## src/rtl/bp_pkg.sv

```systemverilog
// Shared constants and helpers for the branch-prediction table: default
// parameters and the saturating-counter reset value and limits.
package bp_pkg;
    localparam int CTR_W_DEF  = 2;
    localparam int IDX_W_DEF  = 4;
    localparam int HIST_W_DEF = 0;
    localparam int PC_W_DEF   = 32;

    // Widest counter supported; helpers return this width and callers truncate.
    localparam int CTR_W_MAX  = 4;

    localparam int          MIS_W   = 16;
    localparam logic [15:0] MIS_SAT = 16'hFFFF;

    // Weakly not-taken: one below the taken threshold.
    function automatic logic [CTR_W_MAX-1:0] ctr_rst_val(input int w);
        return CTR_W_MAX'((1 << (w - 1)) - 1);
    endfunction

    function automatic logic [CTR_W_MAX-1:0] ctr_max(input int w);
        return CTR_W_MAX'((1 << w) - 1);
    endfunction

    function automatic logic [CTR_W_MAX-1:0] ctr_min(input int w);
        return CTR_W_MAX'(w - w);
    endfunction
endpackage

```

## src/rtl/bp_sat_ctr.sv

```systemverilog
// Next-state logic for one saturating direction counter.
module bp_sat_ctr
    import bp_pkg::*;
#(
    parameter int CTR_W = CTR_W_DEF
) (
    input  logic [CTR_W-1:0] cur,
    input  logic             taken,
    output logic [CTR_W-1:0] nxt
);
    localparam logic [CTR_W-1:0] C_MAX = CTR_W'(ctr_max(CTR_W));
    localparam logic [CTR_W-1:0] C_MIN = CTR_W'(ctr_min(CTR_W));

    always_comb begin
        nxt = cur;
        if (taken) begin
            if (cur != C_MAX) nxt = cur + 1'b1;
        end else if (cur != C_MIN) begin
            nxt = cur - 1'b1;
        end
    end
endmodule

```

## src/rtl/bp_table.sv

```systemverilog
// Bimodal / gshare branch-direction table: one-cycle registered lookup,
// flop-based counter array, global history and misprediction counter.
module bp_table
    import bp_pkg::*;
#(
    parameter int CTR_W  = CTR_W_DEF,
    parameter int IDX_W  = IDX_W_DEF,
    parameter int HIST_W = HIST_W_DEF,
    parameter int PC_W   = PC_W_DEF
) (
    input  logic                                   clk,
    input  logic                                   reset,
    input  logic                                   pred_valid,
    input  logic [PC_W-1:0]                        pred_pc,
    output logic                                   pred_rdy,
    output logic                                   pred_taken,
    output logic [IDX_W-1:0]                       pred_idx,
    input  logic                                   upd_valid,
    input  logic [IDX_W-1:0]                       upd_idx,
    input  logic                                   upd_taken,
    input  logic                                   upd_pred,
    output logic [MIS_W-1:0]                       mispredict_cnt,
    output logic [((HIST_W > 0) ? HIST_W : 1)-1:0] ghr
);
    localparam int               NUM_ENT = 1 << IDX_W;
    localparam int               GHR_W   = (HIST_W > 0) ? HIST_W : 1;
    localparam logic [CTR_W-1:0] CTR_RST = CTR_W'(ctr_rst_val(CTR_W));

    logic [NUM_ENT-1:0][CTR_W-1:0] w_tbl;
    logic [NUM_ENT-1:0][CTR_W-1:0] w_nxt;
    logic [IDX_W-1:0]              w_lk_idx;
    logic [IDX_W-1:0]              w_ghr_ext;
    logic [GHR_W-1:0]              w_ghr;
    logic [CTR_W-1:0]              w_rd_ctr;
    logic                          w_pc_unused;

    logic                          r_pred_rdy;
    logic                          r_pred_taken;
    logic [IDX_W-1:0]              r_pred_idx;
    logic [MIS_W-1:0]              r_mis;

    // Only the low IDX_W address bits take part in indexing.
    assign w_pc_unused = ^pred_pc;

    // History is read pre-shift, so a same-cycle update never affects the lookup.
    generate
        if (HIST_W > 0) begin : g_hist
            logic [GHR_W-1:0] r_ghr;
            always_ff @(posedge clk or negedge reset) begin
                if (!reset)         r_ghr <= '0;
                else if (upd_valid) r_ghr <= GHR_W'({r_ghr, upd_taken});
            end
            assign w_ghr     = r_ghr;
            assign w_ghr_ext = IDX_W'(r_ghr);
        end else begin : g_bimodal
            assign w_ghr     = '0;
            assign w_ghr_ext = '0;
        end
    endgenerate

    assign w_lk_idx = pred_pc[IDX_W-1:0] ^ w_ghr_ext;
    assign w_rd_ctr = w_tbl[w_lk_idx];

    generate
        for (genvar g = 0; g < NUM_ENT; g++) begin : g_ent
            logic [CTR_W-1:0] r_ctr;

            bp_sat_ctr #(.CTR_W(CTR_W)) u_ctr (
                .cur   (r_ctr),
                .taken (upd_taken),
                .nxt   (w_nxt[g])
            );

            always_ff @(posedge clk or negedge reset) begin
                if (!reset)
                    r_ctr <= CTR_RST;
                else if (upd_valid && (upd_idx == IDX_W'(g)))
                    r_ctr <= w_nxt[g];
            end

            assign w_tbl[g] = r_ctr;
        end
    endgenerate

    always_ff @(posedge clk or negedge reset) begin
        if (!reset) begin
            r_pred_rdy   <= 1'b0;
            r_pred_taken <= 1'b0;
            r_pred_idx   <= '0;
        end else begin
            r_pred_rdy <= pred_valid;
            if (pred_valid) begin
                r_pred_taken <= w_rd_ctr[CTR_W-1];
                r_pred_idx   <= w_lk_idx;
            end
        end
    end

    always_ff @(posedge clk or negedge reset) begin
        if (!reset)
            r_mis <= '0;
        else if (upd_valid && (upd_taken != upd_pred) && (r_mis != MIS_SAT))
            r_mis <= r_mis + 16'd1;
    end

    assign pred_rdy       = r_pred_rdy;
    assign pred_taken     = r_pred_taken;
    assign pred_idx       = r_pred_idx;
    assign mispredict_cnt = r_mis;
    assign ghr            = w_ghr;
endmodule
```

## config.mk

```make
export PLATFORM = sky130hd
export DESIGN_NAME = bp_table
export DESIGN_NICKNAME = d
export VERILOG_FILES = /design/src/rtl/bp_pkg.sv /design/src/rtl/bp_sat_ctr.sv /design/src/rtl/bp_table.sv
export SDC_FILE = /design/constraint.sdc
export NUM_CORES = 1
export LEC_CHECK = 0
export CAP_MARGIN = 40
export CELL_PAD_IN_SITES_DETAIL_PLACEMENT = 0
export CELL_PAD_IN_SITES_GLOBAL_PLACEMENT = 1
export CORE_MARGIN = 2
export CORE_UTILIZATION = 36
export CTS_BUF_LIST = sky130_fd_sc_hd__clkbuf_4
export DETAILED_ROUTE_END_ITERATION = 6
export PLACE_DENSITY = 0.75
export SYNTH_ARGS = -nofsm -noshare
export SYNTH_HDL_FRONTEND = slang
export SYNTH_SLANG_ARGS = --single-unit
```

## constraint.sdc

```tcl
create_clock -name clk -period 1.6 [get_ports clk]
set_input_delay 0.4 -clock clk [delete_from_list [all_inputs] [get_ports clk]]
set_output_delay 0.4 -clock clk [all_outputs]
set_load 0.1 [all_outputs]
```

==> reports/results.ini <==
[outcome]
status=finished, final reports clean

[clocking]
clkTransAtPathRegs_ps=150
insertion_delay_ps=380
cts_root_buf=clkbuf_4
numCtsBuffers=5
cts_tree=done
h-tree-depth=2
clock_path_buffers=2
cts_sinks=54

[route]
routed_wl_um=7090
drtIter0Drc=152
drt-vias-per-instance=5.27
vias=2514
dr.pass1.iters=4
avgRoutedWirePerCell_um=14.9
drc=0
ant_nets=0

[global_route]
grt_pass1_vias=2382
grt_max_degree=55
antenna_found_initial=0
grt_overflow_total=0
grt_pass1_wl_um=11700
grt_usage=0.169

[place]
place_area_um2=3990
portBuffers=35
placed_cells=460
post-place-ws_ps=-600
hpwl_um=5220
gp_congestion=0.817

[setup_path]
arrival_ps=1200
end_kind=output pin
worstSetupPathType=flop to output pin
crit_slowest_cell=dfrtp_4
cp_max_fo=3
path_delay_family=flip-flops
r2r-end=mispredict_cnt[9]
cp_slowest_stage_delay_ps=530
crit_buf_inv=2
cp.required_ps=1200
reg2reg_depth=6
rrSetupSlack_ps=40
crit_end=mispredict_cnt[0]
crit_start=mispredict_cnt[0]
cp_num_cells=2
r2r-start=mispredict_cnt[1]
start_kind=flop
critical_path.cell_chain=buf_6, buf_12

[floorplan]
start_util=0.376
dieArea_um2=8880
io_pins=65
rows=32
fp.dieH_um=94.3
die_w_um=94.3
core_area_um2=7810

[logic_synthesis]
syn_area_um2=2930
ys.flop_type=dfrtp_1
ys_ff_latch=54
synth_nets=333
synth_warnings=0
avgSynthCellArea_um2=10.1
netlist_instances=290
async_flop_share=1.00
synth_top_cell_by_area=dfrtp_1
synth_edf_count=0
yosysSeqAreaShare=0.468
synth.area.top_cells=dfrtp_1 (32%), dfstp_2 (14%), o21ai_0 (4.6%), a21oi_1 (4.1%), xor2_1 (3.9%)
yosysTopAreaCellShare=0.324
yosysUniqueCellTypes=56

[power]
seq_power_share=0.455
power_w=0.00431
clockPowerShare=0.143
pwr-share-comb=0.401
pwr_density_cell_nw_per_um2=1030
power.switching_w=0.00176
vdd_drop_max_mv=0.430
sw_frac_of_total=0.409
p_leak_nw=1.74
p_int_w=0.00255

[sta]
timing.final.max_slew_violations=0
fin_crit_sh=0.997
rsz0062_at_grt=true
period_minus_slack_ps=1600
finalClockSkew_ps=7.50
setup_slack_ps=4.99
hold_viol=0
fmax_mhz=627
setup_violations=0

[cells_and_area]
final_cells=477
n_antenna_cell=0
syn_to_final_growth_pct=43.0
nets=417
layout-drive-gt1-share=0.408
fillers=688
stdcell_area_um2=4190
fin_util=0.537

[job]
max-cap-violations=0

[worst_hold_path]
hold_path_class=input pin to async pin

[state kept, by name, summed over array words and instances (netlist names)]
register        flops
g_ent.r_ctr        32
pred_taken          1
pred_idx            4
pred_rdy            1
mispredict_cnt     16
[per-stage QoR]
step / TNS, ps / hold WS [ps]
final: 0 / 506
after global routing: -97.1 / 539
after CTS: -15.6 / 513
after detailed placement: -19170 / 422
after global placement: -17700 / 423
after floorplan: -559 / 104
[cell type report]
class	instances	area (µm²)	area share
Multi-Input combinational cell	216	1560	0.371
Sequential cell	54	1430	0.340
Timing Repair Buffer	86	986	0.235
Tap cell	102	128	0.0304
Clock buffer	6	45.0	0.0107
Inverter	11	42.5	0.0101
Clock inverter	2	8.76	0.00209
[cell families (layout without fill, tap and decap cells)]
group,after synthesis,after routing,share of synthesized area
and+or+nand+nor,104,104,0.215
AOI/OAI and AO/OA,82,82,0.172
DFF,54,54,0.468
buffers and inverters,20,105,0.0282
xor gates and xnor gates,15,15,0.0474
muxes,13,13,0.0640
adders and majority gates,1,1,0.00427
other,1,1,0.00128
[power by group through the flow]
stage,Combinational (W),Sequential [W],Clock (W)
floorplan,0.000388,0.00256,0
global placement,0.00166,0.00199,0
detailed placement,0.00169,0.00199,0
CTS,0.00174,0.00196,0.000641
global route,0.00183,0.00201,0.000687
finish,0.00173,0.00196,0.000617
[how the worst min path moves through the flow]
stage	from	to	slack, ps	depth (start not counted)
after floorplan	reset	g_ent[0].r_ctr[1]	100	0
after detailed placement	reset	mispredict_cnt[11]	420	2
after global placement	reset	mispredict_cnt[13]	420	2
after CTS	g_ent[15].r_ctr[0]	g_ent[15].r_ctr[0]	510	2
after global routing	g_ent[6].r_ctr[0]	g_ent[6].r_ctr[0]	540	2
final	reset	mispredict_cnt[11]	510	3
[tightest hold or removal path: stages]
cell           delay (ps)
dlygate4sd3_1         520
buf_2                 120
buf_12                250
[timing repair]
action,CTS,global route
endpoints found under the setup margin,28,30
gates resized for setup,16,14
setup buffers,2,7
endpoints found under the hold margin,21,0
pin swaps,3,9
hold buffers,1,0
[cell usage after synthesis (3+ instances only)]
master	n
nor4_1	5
dfstp_2	16
and2_1	5
inv_1	10
mux2_2	6
nor3_1	10
mux2i_1	3
o211ai_1	3
clkbuf_1	5
nand3b_1	5
o22ai_1	4
xor2_1	13
nor2_1	20
o31ai_1	6
mux4_2	4
or3_1	5
o21ai_0	27
a211oi_1	3
nand4_1	5
nand2b_1	5
buf_2	3
nand2_1	16
o21bai_1	3
nand3_1	9
a21oi_1	24
dfrtp_1	38
[cell usage in the layout (no fill, tap or decap), types with 3 or more instances in the layout]
cell type,instances
mux2i_1,3
dfstp_2,16
nand2_1,14
xor2_1,13
clkdlybuf4s50_1,3
o21ai_0,27
or3_1,5
dlymetal6s2s_1,3
dfrtp_4,13
a21oi_1,24
mux4_2,4
nor3_1,7
o22ai_1,4
nand2b_1,5
and2_1,5
nor2_1,18
nand3b_1,5
buf_6,6
dlygate4sd2_1,6
nor3_2,3
clkbuf_4,6
buf_12,23
nand4_1,5
inv_1,10
mux2_2,5
nor4_1,5
o31ai_1,6
dfrtp_1,20
o211ai_1,3
dfrtp_2,5
nand3_1,8
buf_4,43
[routing by layer]
layer / vias to the layer above / GRT usage / part of all wire
met2: 52 / 0.283 / 0.50
met3: 6 / 0.0305 / 0.033
met4: 0 / 0.0531 / 0.015
met5: - / 0 / 0
li1: 1242 / - / -
met1: 1214 / 0.221 / 0.45
Power figures use the tool's default switching activity.
